## src/rtl/bp_be_retire_seq_nw_if.sv

```systemverilog
// Dispatch / retire bundle for the N-wide retire sequencer.
// master drives dispatch and retire strobes, slave forms retire packets.
interface bp_be_retire_seq_nw_if #(
  parameter int issue_width_p = 2,
  parameter int vaddr_width_p = 39,
  parameter int instr_width_p = 32,
  parameter int dword_width_p = 64,
  parameter int exc_width_p   = 16
);
  localparam int N  = issue_width_p;
  localparam int VW = vaddr_width_p;
  localparam int IW = instr_width_p;
  localparam int DW = dword_width_p;
  localparam int EW = exc_width_p;

  logic                 flush_i;
  logic [N-1:0]         disp_v_i;
  logic [N-1:0][VW-1:0] disp_pc_i;
  logic [N-1:0][IW-1:0] disp_instr_i;
  logic [N-1:0][DW-1:0] disp_rs1_i;
  logic [N-1:0][DW-1:0] disp_imm_i;
  logic [N-1:0]         retire_v_i;
  logic [N-1:0][EW-1:0] retire_exc_i;
  logic [N-1:0][DW-1:0] retire_data_i;

  logic [N-1:0]         ret_v_o;
  logic [N-1:0]         ret_instret_o;
  logic [N-1:0][VW-1:0] ret_pc_o;
  logic [N-1:0][VW-1:0] ret_npc_o;
  logic [N-1:0]         ret_npc_fb_o;
  logic [N-1:0][VW-1:0] ret_vaddr_o;
  logic [N-1:0][IW-1:0] ret_instr_o;
  logic [N-1:0][DW-1:0] ret_data_o;
  logic [N-1:0][EW-1:0] ret_exc_o;
  logic [63:0]          instret_cnt_o;
  logic                 err_o;

  modport master (
    output flush_i,
    output disp_v_i,
    output disp_pc_i,
    output disp_instr_i,
    output disp_rs1_i,
    output disp_imm_i,
    output retire_v_i,
    output retire_exc_i,
    output retire_data_i,
    input  ret_v_o,
    input  ret_instret_o,
    input  ret_pc_o,
    input  ret_npc_o,
    input  ret_npc_fb_o,
    input  ret_vaddr_o,
    input  ret_instr_o,
    input  ret_data_o,
    input  ret_exc_o,
    input  instret_cnt_o,
    input  err_o
  );

  modport slave (
    input  flush_i,
    input  disp_v_i,
    input  disp_pc_i,
    input  disp_instr_i,
    input  disp_rs1_i,
    input  disp_imm_i,
    input  retire_v_i,
    input  retire_exc_i,
    input  retire_data_i,
    output ret_v_o,
    output ret_instret_o,
    output ret_pc_o,
    output ret_npc_o,
    output ret_npc_fb_o,
    output ret_vaddr_o,
    output ret_instr_o,
    output ret_data_o,
    output ret_exc_o,
    output instret_cnt_o,
    output err_o
  );
endinterface

```

## src/rtl/bp_be_retire_seq_nw.sv

```systemverilog
// N-wide retire bookkeeping: shadow pipe of dispatch info aligned to retire
// strobes, program-order npc, younger-slot squash and instret counting.
module bp_be_retire_seq_nw #(
  parameter int issue_width_p = 2,
  parameter int vaddr_width_p = 39,
  parameter int instr_width_p = 32,
  parameter int dword_width_p = 64,
  parameter int exc_width_p   = 16,
  parameter int latency_p     = 2
) (
  input  logic                 clk_i,
  input  logic                 reset_n_i,
  bp_be_retire_seq_nw_if.slave bus
);
  localparam int N  = issue_width_p;
  localparam int VW = vaddr_width_p;
  localparam int IW = instr_width_p;
  localparam int DW = dword_width_p;
  localparam int LS = latency_p - 1;
  localparam int LA = (latency_p > 1) ? latency_p - 2 : 0;

  typedef logic [N-1:0][VW-1:0] pc_vec_t;
  typedef logic [N-1:0][IW-1:0] ins_vec_t;

  logic [N-1:0] v_q     [latency_p];
  pc_vec_t      pc_q    [latency_p];
  ins_vec_t     instr_q [latency_p];
  pc_vec_t      va_q    [latency_p];
  logic [63:0]  cnt_q;
  logic         err_q;

  logic [N-1:0][DW-1:0] disp_sum;
  pc_vec_t              disp_va;
  logic                 unused_sum_hi;

  always_comb begin
    disp_sum      = '0;
    disp_va       = '0;
    unused_sum_hi = 1'b0;
    for (int i = 0; i < N; i++) begin
      disp_sum[i]   = bus.disp_rs1_i[i]
                    + bus.disp_imm_i[i];
      disp_va[i]    = disp_sum[i][VW-1:0];
      unused_sum_hi = unused_sum_hi
                    ^ (^disp_sum[i][DW-1:VW]);
    end
  end

  always_ff @(posedge clk_i or negedge reset_n_i) begin
    if (!reset_n_i) begin
      for (int s = 0; s < latency_p; s++) begin
        v_q[s]     <= '0;
        pc_q[s]    <= '0;
        instr_q[s] <= '0;
        va_q[s]    <= '0;
      end
    end else begin
      v_q[0]     <= bus.flush_i ? '0 : bus.disp_v_i;
      pc_q[0]    <= bus.disp_pc_i;
      instr_q[0] <= bus.disp_instr_i;
      va_q[0]    <= disp_va;
      for (int s = 1; s < latency_p; s++) begin
        v_q[s]     <= bus.flush_i ? '0 : v_q[s-1];
        pc_q[s]    <= pc_q[s-1];
        instr_q[s] <= instr_q[s-1];
        va_q[s]    <= va_q[s-1];
      end
    end
  end

  logic [N-1:0] sl_v;
  pc_vec_t      sl_pc;
  logic [N-1:0] la_v;
  pc_vec_t      la_pc;
  logic [N-1:0] raw;
  logic [N-1:0] exc_any;
  logic [N-1:0] squash;
  logic [N-1:0] ret_v;
  logic [N-1:0] ret_ok;
  logic [N-1:0] orphan;
  pc_vec_t      npc;
  logic [N-1:0] fb;
  logic         hit;
  logic         found;
  logic [63:0]  inc;

  // lookahead group supplies npc for the youngest valid slot
  always_comb begin
    sl_v  = v_q[LS];
    sl_pc = pc_q[LS];
    if (latency_p == 1) begin
      la_v  = bus.disp_v_i & ~{N{bus.flush_i}};
      la_pc = bus.disp_pc_i;
    end else begin
      la_v  = v_q[LA];
      la_pc = pc_q[LA];
    end
  end

  always_comb begin
    raw     = bus.retire_v_i & sl_v;
    orphan  = bus.retire_v_i & ~sl_v;
    exc_any = '0;
    squash  = '0;
    hit     = 1'b0;
    for (int i = 0; i < N; i++) begin
      exc_any[i] = |bus.retire_exc_i[i];
      squash[i]  = hit;
      if (raw[i] && exc_any[i]) begin
        hit = 1'b1;
      end
    end
    ret_v  = raw & ~squash;
    ret_ok = ret_v & ~exc_any;
  end

  always_comb begin
    npc   = '0;
    fb    = '0;
    found = 1'b0;
    for (int i = 0; i < N; i++) begin
      found = 1'b0;
      for (int j = 0; j < N; j++) begin
        if (j > i && sl_v[j] && !found) begin
          npc[i] = sl_pc[j];
          found  = 1'b1;
        end
      end
      for (int j = 0; j < N; j++) begin
        if (la_v[j] && !found) begin
          npc[i] = la_pc[j];
          found  = 1'b1;
        end
      end
      if (!found) begin
        npc[i] = sl_pc[i] + VW'(4);
      end
      fb[i] = !found;
    end
  end

  always_comb begin
    inc = '0;
    for (int i = 0; i < N; i++) begin
      inc = inc + 64'(ret_ok[i]);
    end
  end

  always_ff @(posedge clk_i or negedge reset_n_i) begin
    if (!reset_n_i) begin
      cnt_q <= '0;
      err_q <= 1'b0;
    end else begin
      cnt_q <= cnt_q + inc;
      if (|orphan) begin
        err_q <= 1'b1;
      end
    end
  end

  // packet fields are zeroed on slots that do not retire
  always_comb begin
    bus.ret_v_o       = ret_v;
    bus.ret_instret_o = ret_ok;
    bus.ret_pc_o      = '0;
    bus.ret_npc_o     = '0;
    bus.ret_npc_fb_o  = '0;
    bus.ret_vaddr_o   = '0;
    bus.ret_instr_o   = '0;
    bus.ret_data_o    = '0;
    bus.ret_exc_o     = '0;
    for (int i = 0; i < N; i++) begin
      if (ret_v[i]) begin
        bus.ret_pc_o[i]     = sl_pc[i];
        bus.ret_npc_o[i]    = npc[i];
        bus.ret_npc_fb_o[i] = fb[i];
        bus.ret_vaddr_o[i]  = va_q[LS][i];
        bus.ret_instr_o[i]  = instr_q[LS][i];
        bus.ret_data_o[i]   = bus.retire_data_i[i];
        bus.ret_exc_o[i]    = bus.retire_exc_i[i];
      end
    end
    bus.instret_cnt_o = cnt_q;
    bus.err_o         = err_q;
  end
endmodule
```

## src/flat_wrapper.sv

```systemverilog
// flat-port wrapper written by rule: the top's interface ports become plain ports
module bp_be_retire_seq_nw_flat 
#(
  parameter int issue_width_p = 2,
  parameter int vaddr_width_p = 39,
  parameter int instr_width_p = 32,
  parameter int dword_width_p = 64,
  parameter int exc_width_p   = 16,
  parameter int latency_p     = 2
)
  (clk_i, reset_n_i, bus_flush_i, bus_disp_v_i, bus_disp_pc_i, bus_disp_instr_i, bus_disp_rs1_i, bus_disp_imm_i, bus_retire_v_i, bus_retire_exc_i, bus_retire_data_i, bus_ret_v_o, bus_ret_instret_o, bus_ret_pc_o, bus_ret_npc_o, bus_ret_npc_fb_o, bus_ret_vaddr_o, bus_ret_instr_o, bus_ret_data_o, bus_ret_exc_o, bus_instret_cnt_o, bus_err_o);
  bp_be_retire_seq_nw_if #(.issue_width_p(issue_width_p), .vaddr_width_p(vaddr_width_p), .instr_width_p(instr_width_p), .dword_width_p(dword_width_p), .exc_width_p(exc_width_p)) bus_i ();
  input  logic clk_i;
  input  logic reset_n_i;
  input wire logic [$bits(bus_i.flush_i)-1:0] bus_flush_i;
  input wire logic [$bits(bus_i.disp_v_i)-1:0] bus_disp_v_i;
  input wire logic [$bits(bus_i.disp_pc_i)-1:0] bus_disp_pc_i;
  input wire logic [$bits(bus_i.disp_instr_i)-1:0] bus_disp_instr_i;
  input wire logic [$bits(bus_i.disp_rs1_i)-1:0] bus_disp_rs1_i;
  input wire logic [$bits(bus_i.disp_imm_i)-1:0] bus_disp_imm_i;
  input wire logic [$bits(bus_i.retire_v_i)-1:0] bus_retire_v_i;
  input wire logic [$bits(bus_i.retire_exc_i)-1:0] bus_retire_exc_i;
  input wire logic [$bits(bus_i.retire_data_i)-1:0] bus_retire_data_i;
  output wire logic [$bits(bus_i.ret_v_o)-1:0] bus_ret_v_o;
  output wire logic [$bits(bus_i.ret_instret_o)-1:0] bus_ret_instret_o;
  output wire logic [$bits(bus_i.ret_pc_o)-1:0] bus_ret_pc_o;
  output wire logic [$bits(bus_i.ret_npc_o)-1:0] bus_ret_npc_o;
  output wire logic [$bits(bus_i.ret_npc_fb_o)-1:0] bus_ret_npc_fb_o;
  output wire logic [$bits(bus_i.ret_vaddr_o)-1:0] bus_ret_vaddr_o;
  output wire logic [$bits(bus_i.ret_instr_o)-1:0] bus_ret_instr_o;
  output wire logic [$bits(bus_i.ret_data_o)-1:0] bus_ret_data_o;
  output wire logic [$bits(bus_i.ret_exc_o)-1:0] bus_ret_exc_o;
  output wire logic [$bits(bus_i.instret_cnt_o)-1:0] bus_instret_cnt_o;
  output wire logic [$bits(bus_i.err_o)-1:0] bus_err_o;
  assign bus_i.flush_i = bus_flush_i;
  assign bus_i.disp_v_i = bus_disp_v_i;
  assign bus_i.disp_pc_i = bus_disp_pc_i;
  assign bus_i.disp_instr_i = bus_disp_instr_i;
  assign bus_i.disp_rs1_i = bus_disp_rs1_i;
  assign bus_i.disp_imm_i = bus_disp_imm_i;
  assign bus_i.retire_v_i = bus_retire_v_i;
  assign bus_i.retire_exc_i = bus_retire_exc_i;
  assign bus_i.retire_data_i = bus_retire_data_i;
  assign bus_ret_v_o = bus_i.ret_v_o;
  assign bus_ret_instret_o = bus_i.ret_instret_o;
  assign bus_ret_pc_o = bus_i.ret_pc_o;
  assign bus_ret_npc_o = bus_i.ret_npc_o;
  assign bus_ret_npc_fb_o = bus_i.ret_npc_fb_o;
  assign bus_ret_vaddr_o = bus_i.ret_vaddr_o;
  assign bus_ret_instr_o = bus_i.ret_instr_o;
  assign bus_ret_data_o = bus_i.ret_data_o;
  assign bus_ret_exc_o = bus_i.ret_exc_o;
  assign bus_instret_cnt_o = bus_i.instret_cnt_o;
  assign bus_err_o = bus_i.err_o;
  bp_be_retire_seq_nw #(.issue_width_p(issue_width_p), .vaddr_width_p(vaddr_width_p), .instr_width_p(instr_width_p), .dword_width_p(dword_width_p), .exc_width_p(exc_width_p), .latency_p(latency_p)) u_core (.clk_i(clk_i), .reset_n_i(reset_n_i), .bus(bus_i));
endmodule
```

## config.mk

```make
export PLATFORM = sky130hd
export DESIGN_NAME = bp_be_retire_seq_nw_flat
export DESIGN_NICKNAME = d
export VERILOG_FILES = /design/src/rtl/bp_be_retire_seq_nw_if.sv /design/src/rtl/bp_be_retire_seq_nw.sv /design/src/flat_wrapper.sv
export SDC_FILE = /design/constraint.sdc
export NUM_CORES = 1
export LEC_CHECK = 0
export CAP_MARGIN = 20
export CORE_AREA = 2 2 427 429
export CTS_BUF_LIST = sky130_fd_sc_hd__clkbuf_2 sky130_fd_sc_hd__clkbuf_4 sky130_fd_sc_hd__clkbuf_8
export CTS_CLUSTER_DIAMETER = 40
export DETAILED_ROUTE_END_ITERATION = 7
export DIE_AREA = 0 0 429 431
export PLACE_DENSITY_LB_ADDON = 0.25
export SETUP_SLACK_MARGIN = 0.3
export SLEW_MARGIN = 20
export SYNTH_ARGS = -nofsm -noshare
export SYNTH_HDL_FRONTEND = slang
export SYNTH_SLANG_ARGS = --single-unit
```

## constraint.sdc

```tcl
create_clock -name clk_i -period 3.5 [get_ports clk_i]
set_input_delay 0.7 -clock clk_i [delete_from_list [all_inputs] [get_ports clk_i]]
set_output_delay 0.7 -clock clk_i [all_outputs]
set_load 0.01 [all_outputs]
```

== Word level (Yosys, flattened, before mapping) ==
Index checks and enable logic that the tools add are counted.
Storage, ports and cells
  register bits after elaboration: 509
  bits in latches: 0
  memory bits (writable): 0
  ROM bits: 0
  bits of input ports: 565
  memories kept: 0
Cells by class
  $add $sub $neg: 6
  multiply operators: 0
  div/mod/pow operators: 0
  magnitude comparators: 0
  equal/unequal tests: 0
  shifts and indexed selects: 0
  muxes and demuxes: 29
  bitwise operators: 7
  reduce and logical (&&, ||, !) cells: 12
Operators with widths (number)
  39-bit 2-to-1 mux: 13
  64-bit 2-to-1 mux: 2
  39-bit by 3-bit adder with 39-bit output, second input constant: 2
  39-bit adder: 2
  64-bit adder: 1
  32-bit 2-to-1 mux: 2
  16-bit 2-to-1 mux: 2
  16-bit OR reduction: 2
  2-bit bitwise AND: 4
  1-bit 2-to-1 mux: 8
  2-bit inverter: 3
  1-bit zero test: 5
  1-bit logical AND: 4
  2-bit 2-to-1 mux: 2
  1-bit by 1-bit adder with 2-bit output: 1
  2-bit OR reduction: 1

== Depth between registers and ports, before layout ==
  depth after elaboration: 9
  gate-level depth with buffers: 19
  gate-level depth less buffers: 16

== Worst setup path after synthesis ==
OpenSTA, ideal clock, no wires.
  path type: input to register
  start: input port bus_retire_v_i[0]
  end: register u_core.cnt_q[62] (netlist: u_core.bus.instret_cnt_o[62])
  setup time: 0.079 ns
  arrival: 4.009 ns
  path slack: -0.588 ns
  stages: 19
  path through: clkbuf_1 nand2_1 inv_1 nand2_1 nand3_1 clkbuf_1 nor2_1 ha_1 ha_1 inv_1 fa_1 nor2_1 and2_1 and3_1 nor2b_1 buf_4 nand3_1 nor2_1 xor2_1
RTL lines
  start, declared: RTL line flat_wrapper.sv:21  | input wire logic [$bits(bus_i.retire_v_i)-1:0] bus_retire_v_i;
  2-bit bitwise AND: RTL line bp_be_retire_seq_nw.sv:101  | raw = bus.retire_v_i & sl_v;
  2-bit bitwise AND: RTL line bp_be_retire_seq_nw.sv:113  | ret_v = raw & ~squash;
  named net bus_ret_v_o[0]: RTL line flat_wrapper.sv:24  | output wire logic [$bits(bus_i.ret_v_o)-1:0] bus_ret_v_o;
  2-bit bitwise AND: RTL line bp_be_retire_seq_nw.sv:114  | ret_ok = ret_v & ~exc_any;
  1-bit by 1-bit adder with 2-bit output: RTL line bp_be_retire_seq_nw.sv:145  | inc = inc + 64'(ret_ok[i]);
  64-bit adder: RTL line bp_be_retire_seq_nw.sv:154  | cnt_q <= cnt_q + inc;
  end signal, assigned: RTL line bp_be_retire_seq_nw.sv:154
  end, declared: RTL line bp_be_retire_seq_nw.sv:29  | logic [63:0] cnt_q;
The timed path passes the listed nets, and every way through them passes these cells.
A chain may end at the register's enable or synchronous reset.

== Final worst setup path ==
  start: register u_core.pc_q[41] (netlist name)
  end: output port bus_ret_npc_o[65]
Between the ends
  cells in the longest elaborated chain, start to end: 3
RTL lines
  start, declared: RTL line bp_be_retire_seq_nw.sv:26  | pc_vec_t pc_q [latency_p];
  start signal, assigned by index: RTL line bp_be_retire_seq_nw.sv:64  | pc_q[s] <= pc_q[s-1];
  39-bit by 3-bit adder with 39-bit output: RTL line bp_be_retire_seq_nw.sv:136  | npc[i] = sl_pc[i] + VW'(4);
  39-bit 2-to-1 mux: RTL line bp_be_retire_seq_nw.sv:135  | if (!found) begin
  39-bit 2-to-1 mux: RTL line bp_be_retire_seq_nw.sv:173  | if (ret_v[i]) begin
  end, declared: RTL line flat_wrapper.sv:27  | output wire logic [$bits(bus_i.ret_npc_o)-1:0] bus_ret_npc_o;
Every way passes these cells.

==> impl_metrics.env <==
export IMPL_status="finished, violations left"
export IMPL_violations="setup timing"
export IMPL_slew_violations=0
export IMPL_yosysUniqueCellTypes=88
export IMPL_grt_setup_unrepaired="true"
export IMPL_synth_area_top_cells="dfrtp_1, and3_1, and2_1"
export IMPL_setup_viol=109
export IMPL_hp_class="input port to flip-flop"
export IMPL_worst_ep_arrival_time_ns=3.44
export IMPL_wl_per_cell_um=24.0
export IMPL_wl_um=151000
export IMPL_clk_latency_ns=0.85
export IMPL_synth_top_area_share_pct=52.9
export IMPL_pin_count=1094
export IMPL_worst_pin_slew_ns=0.938
export IMPL_htreeDepth=3
export IMPL_row_count=156
export IMPL_cp_end_kind="primary output"
export IMPL_vdd_drop_max_v=0.000291
export IMPL_grt_pass1_vias=24791
export IMPL_tritoncts="done"
export IMPL_path_cells="ha_4 > buf_12 > and4_4 > nand3_2 > buf_6 > buf_6 > buf_6 > or4_4 > nor2_4 > buf_6 > xor2_1 > o21ai_1 > a21oi_1 > buf_4"
export IMPL_fp_dieH_um=431
export IMPL_synth_nets=2981
export IMPL_grt_pass1_wl_um=198000
export IMPL_fp_coreArea_um2=180000
export IMPL_layout_min_cycle_time_ns=4.14
export IMPL_cts_clk_slew_worst_paths_ns=0.06
export IMPL_final_area_um2=45600
export IMPL_slowest_stage="or4_4"
export IMPL_synth_seq_cells=509
export IMPL_whs_ns=0.284
export IMPL_syn_avg_cell_area_um2=10.3
export IMPL_crit_reg2reg_launch="u_core.sl_v[0]$_DFF_PN0_"
export IMPL_final_cell_mix="clkdlybuf4s50_1, dfrtp_1, buf_4, buf_6, and3_1"
export IMPL_hp_start="bus_disp_pc_i[59]"
export IMPL_drive_gt1_share_pct=33.9
export IMPL_drt_initial_drc_count=1338
export IMPL_criticalPathCategory="flip-flop to primary output"
export IMPL_first_pass_iters=5
export IMPL_leakagePower_uw=0.0215
export IMPL_start_util_pct=13.4
export IMPL_synth_area_leader_cell="dfrtp_1"
export IMPL_p_clk_share_pct=45.0
export IMPL_fin_ws_ns=-0.636
export IMPL_switching_share_pct=27.6
export IMPL_fin_nets=4433
export IMPL_dieArea_um2=185000
export IMPL_root_buffer="clkbuf_8"
export IMPL_antenna_found_initial=63
export IMPL_netlist_instances=2332
export IMPL_dpl_hpwl_um=112000
export IMPL_post_place_ws_ns=-0.937
export IMPL_cp_max_fo=2
export IMPL_combPwrFrac_pct=16.9
export IMPL_via_per_inst=3.87
export IMPL_syn_area_um2=24100
export IMPL_yosysWarnings=0
export IMPL_area_growth_syn_to_layout_pct=89.4
export IMPL_critical_path_required_ns=2.80
export IMPL_cts_buffers=116
export IMPL_critPathLaunch="u_core.pc_q[41]$_DFF_PN0_"
export IMPL_cp_start_kind="flip-flop"
export IMPL_clockBufferDepth=3
export IMPL_grt_overflow_total=0
export IMPL_power_uw=17600
export IMPL_timing_setup_tns_ns=-19.49
export IMPL_mostFrequentLayoutCell="clkdlybuf4s50_1"
export IMPL_grt_max_degree=188
export IMPL_slew_headroom_pct=37.4
export IMPL_p_sw_uw=4840
export IMPL_ys_flop_type="dfrtp_1"
export IMPL_power_internal_uw=12700
export IMPL_port_buffers=993
export IMPL_yosysSeqAreaShare_pct=52.9
export IMPL_fmax_mhz=242
export IMPL_drcViolationCount=0
export IMPL_antenna_left=0
export IMPL_die_x_um=429
export IMPL_cp_slowest_stage_delay_ns=0.47
export IMPL_synth_edf_count=0
export IMPL_seqPwrFrac_pct=38.1
export IMPL_final_hold_violation_count=0
export IMPL_postPlaceCellArea_um2=39300
export IMPL_finalCritPeriodShare_pct=118
export IMPL_gp_congestion=0.922
export IMPL_cellPowerDensity_nw_per_um2=385
export IMPL_synthArstFlopShare_pct=100
export IMPL_grt_usage_pct=15.2
export IMPL_maxCapViolCount=0
export IMPL_crit_top_cell="buf_6"
export IMPL_clock_sinks=509
export IMPL_clock_skew_ns=0.0230
export IMPL_vias=24236
[power groups by stage]
| stage | logic, uW | clock network [uW] | registers, uW |
|---|---|---|---|
| 2_1_floorplan | 1060 | 0 | 6650 |
| 3_5_place_dp | 2690 | 0 | 6780 |
| 3_3_place_gp | 2700 | 0 | 6790 |
| 4_1_cts | 2860 | 8210 | 6690 |
| 5_1_grt | 3200 | 8480 | 6740 |
| 6_report | 2960 | 7910 | 6690 |
[sequential cells by signal, indices dropped and copies added (netlist names)]
name	flops
u_core.bus.err_o	1
u_core.bus.instret_cnt_o	64
u_core.instr_q	128
u_core.la_pc	78
u_core.la_v	2
u_core.pc_q	78
u_core.sl_v	2
u_core.va_q	156
[worst max-delay path: cells and delay by family (launching register included)]
kind | cells | cell delay [ns]
and+or+nand+nor | 4 | 0.87
buffers and inverters | 6 | 0.74
DFF | 1 | 0.43
AOI/OAI and AO/OA | 2 | 0.22
adders and majority gates | 1 | 0.18
xor gates and xnor gates | 1 | 0.14
[final timing paths]
check | endpoint | cells after the start | slack (ns)
setup / recovery | bus_ret_npc_o[65] | 14 | -0.64
hold reg to reg | u_core.instr_q[0]$_DFF_PN0_ | 0 | 0.33
setup reg to reg | u_core.bus.instret_cnt_o[62]$_DFF_PN0_ | 18 | 0.33
min in group asynchronous | u_core.bus.instret_cnt_o[57]$_DFF_PN0_ | 2 | 0.45
max in group asynchronous | u_core.va_q[122]$_DFF_PN0_ | 4 | 1.99
hold / removal | u_core.la_pc[59]$_DFF_PN0_ | 1 | 0.28
[cells in the mapped netlist, types with 4 or more instances]
master and instances:
a21oi_1 182, and3_2 4, o21bai_1 9, a21boi_0 6, a221oi_1 7, nor3_1 12
nor2_1 132, a211o_1 5, and4_1 8, buf_2 7, and3_1 215, dfrtp_1 509
nor4_1 16, ha_1 81, a31oi_1 12, a21o_1 44, o21a_1 10, nand4_1 40
xor2_1 76, xnor2_1 117, nand2_1 145, o22ai_1 13, inv_1 75, and2_1 194
o211ai_1 4, a211oi_1 35, o21ai_0 88, nand2b_1 14, o21ai_1 4, nor2b_1 11
clkbuf_1 113, o31ai_1 8, nand3_1 52
[cell families (layout without fill, tap and decap cells)]
kind of cell | count (synthesis) | in the layout | share of synthesized area [%]
AO/OA/AOI/OAI | 466 | 466 | 12.1
XOR/XNOR | 193 | 193 | 7.02
adder cells (fa/ha/maj) | 84 | 84 | 4.46
buffers and inverters | 203 | 1753 | 3.25
flip-flops | 509 | 509 | 52.9
multiplexers | 2 | 2 | 0.0831
other | 0 | 17 | 0
AND/OR/NAND/NOR | 875 | 875 | 20.2
[per-layer routing]
| metal | global-route usage [%] | part of all wire [%] | vias to the layer above |
|---|---|---|---|
| li1 | - | - | 11059 |
| met1 | 16.5 | 37 | 11937 |
| met2 | 29.3 | 55 | 947 |
| met3 | 3.27 | 5.3 | 267 |
| met4 | 4.58 | 3.2 | 26 |
| met5 | 0 | 0.10 | - |
[timing repair]
item | 4_1_cts | 5_1_grt
setup buffers | 97 | 48
resized for setup | 1202 | 571
pin swaps | 130 | 106
hold endpoints to repair | 49 | 0
gates cloned | 23 | 12
hold buffers | 1 | 0
setup endpoints to repair | 494 | 499
[area by class of cell]
class,instances,area (um2)
well taps,2370,2970
fillers,19287,135000
repair inverters,4,77.6
clock inverters,52,651
repair buffers,1457,14900
inverters,76,314
flip-flops and latches,509,12800
diodes,17,42.5
clock buffers,164,2090
multi-input cells,1620,11800
[through the flow]
stage,instances,utilization (%)
6_report,6269,25.3
5_1_grt,6261,25.3
3_3_place_gp,5855,21.8
2_1_floorplan,2332,-
3_5_place_dp,5855,21.8
4_1_cts,6192,24.5
No activity file was read; power rests on OpenSTA's default activity.
==> RTL change, RTL diff (same settings) <==
`latency_p` is set to 2 in 2 places; all go to 1.
--- a/src/rtl/bp_be_retire_seq_nw.sv
+++ b/src/rtl/bp_be_retire_seq_nw.sv
@@ -7,5 +7,5 @@
   parameter int dword_width_p = 64,
   parameter int exc_width_p   = 16,
-  parameter int latency_p     = 2
+  parameter int latency_p     = 1
 ) (
   input  logic                 clk_i,
--- a/src/flat_wrapper.sv
+++ b/src/flat_wrapper.sv
@@ -7,5 +7,5 @@
   parameter int dword_width_p = 64,
   parameter int exc_width_p   = 16,
-  parameter int latency_p     = 2
+  parameter int latency_p     = 1
 )
   (clk_i, reset_n_i, bus_flush_i, bus_disp_v_i, bus_disp_pc_i, bus_disp_instr_i, bus_disp_rs1_i, bus_disp_imm_i, bus_retire_v_i, bus_retire_exc_i, bus_retire_data_i, bus_ret_v_o, bus_ret_instret_o, bus_ret_pc_o, bus_ret_npc_o, bus_ret_npc_fb_o, bus_ret_vaddr_o, bus_ret_instr_o, bus_ret_data_o, bus_ret_exc_o, bus_instret_cnt_o, bus_err_o);
Check against the original RTL: not equivalent (a bounded check fails within 4 cycles, from zero or initial values and one cycle with reset_n_i low).
==> RTL change against the unedited design <==
- cell count is 5.3% lower
- register-to-register slack worse by 100 ps
- setup slack better by 250 ps
- sequential power is 43% lower
- the flow still finishes with violations (negative setup slack)
- sequential cell count is 222 lower
- total power is 26% lower
- core utilization is 2.8 points lower
- final area is 11% lower
- area after synthesis is 25% lower
- routed wire length is 21% higher
==> RTL change: results (changes against the unedited design) <==
- Status: finished with violations
- Violated checks: negative setup slack
- Gp weighted congestion: 0.9204 (-0.13%)
- Beginning of the worst hold path: bus_disp_instr_i[25]
- Number of distinct library cells after synthesis: 66 (-25%)
- Top cells by area, synth: dfrtp_1 (40%), and3_1 (7.7%), and2_1 (6.7%), ha_1 (5.6%), xnor2_1 (5.5%)
- Number of global-route vias before repair: 22700 (-8.4%)
- Dpl hpwl: 142900 um (+27%)
- Peak supply drop: 0.2464 mV (-15%)
- Util after Layout: 22.54% (-2.8 points)
- Placement Cell Area: 34130 um2 (-13%)
- Fillers: 19660 (+1.9%)
- Worst setup startpoint: u_core.pc_q[4]
- Worst Clk Skew: 65.70 ps (+42.69 ps)
- R2r worst-path depth: 19 (+1)
- Initial DRC count: 1609 (+20%)
- Final setup margin: -386.9 ps (+248.9 ps)
- Registers with the most flip-flops: u_core.pc_q: 78 flops, u_core.va_q: 78 flops
- Hold Slack: 294.0 ps (+10.42 ps)
- Final wirelength: 182000 um (+21%)
- First-pass GRT wire length: 222300 um (+12%)
- FF-to-FF End: u_core.bus.instret_cnt_o[41]
- Slew margin rel.: 56.42% (+19 points)
- Hold Path End: u_core.instr_q[25]
- Seq/Total Area, Yosys: 39.81% (-13 points)
- Nets: 4121 (-7.0%)
- Most frequent cells after synthesis: dfrtp_1 (287), and3_1 (221), and2_1 (194)
- Final setup viols: 228 (+110%)
- Worst Path Arrival: 3190 ps (-250 ps)
- TritonCTS Buffers: 83 (-28%)
- Crit Path Max Fanout: 6 (+4)
RTL change: cell types whose count changed in the layout (fill, tap and decap cells not counted), moves of 25 or more:
cell,before,now
inv_1,72,36
a22oi_1,2,27
buf_2,109,71
a21oi_1,162,104
and2_1,69,25
buf_12,71,128
o21ai_1,32,3
dlymetal6s2s_1,51,90
and2_4,125,171
clkdlybuf4s50_1,620,572
buf_4,296,347
dfrtp_1,501,284
clkbuf_8,137,98
RTL change: critical path: stages, from the launching register on:
cell      delay, ps
dfrtp_1         370
and3_4          200
buf_6           100
nand3_4          80
buf_8           160
nor3_4          110
buf_6           130
nand4_1         100
nor2_1          160
xor2_1           80
a222oi_1        470
o21ai_1         100
and2_1          160
buf_2           140
RTL change: how the worst max path moves through the flow:
stage | end | slack [ps] | cells after the start
6_report | bus_ret_npc_o[38] | -390 | 13
5_1_grt | bus_ret_npc_o[18] | -600 | 14
4_1_cts | bus_ret_npc_o[38] | -480 | 13
3_5_place_dp | bus_ret_vaddr_o[75] | -1150 | 13
3_3_place_gp | bus_ret_vaddr_o[75] | -1150 | 13
2_1_floorplan | u_core.bus.instret_cnt_o[40] | -80 | 19
RTL change: cell families after synthesis:
group | after synthesis | synth area share [%]
muxes | 1 | 0.05549
DFF | 287 | 39.81
xor gates and xnor gates | 201 | 9.759
and+or+nand+nor | 879 | 26.17
adders and majority gates | 84 | 5.951
buffers and inverters | 166 | 3.510
AOI/OAI and AO/OA | 394 | 14.74
RTL change: what timing repair did:
item                       in CTS  in global routing
setup endpoints to repair     505                513
buffers inserted               51                 85
gates resized for setup       802                806
hold endpoints to repair       44                  0
hold buffers                    1                  0
gates cloned                   16                 20
pin swaps                      79                142
RTL change: cell type report:
type                            count  area share (%)
Multi-Input combinational cell   1559           29.33
Tap cell                         2370           7.304
Sequential cell                   287           17.71
Clock inverter                     39           1.180
Antenna cell                       28          0.1726
Timing Repair Buffer             1498           40.17
Timing Repair inverter              1         0.07396
Inverter                           42          0.4376
Clock buffer                      114           3.618
RTL change: through the flow:
stage,total power [mW],cells
floorplan,4.814,2012
global placement,6.988,5584
detailed placement,6.960,5584
CTS,12.90,5805
global route,13.60,5918
finish,12.99,5938
RTL change: report_power, final:
group          total [mW]  internal, mW  switching, mW
combinational        3.59          1.84           1.75
clock                5.60          3.30           2.29
sequential           3.80          3.60          0.203
RTL change: routing by layer:
layer  wire, um  track usage [%]  vias up
li1           -                -    10120
met5        384                0        -
met1      81850            23.64    11300
met2      79310            27.26     1003
met4       4074            3.759       60
met3      16330            7.222      248
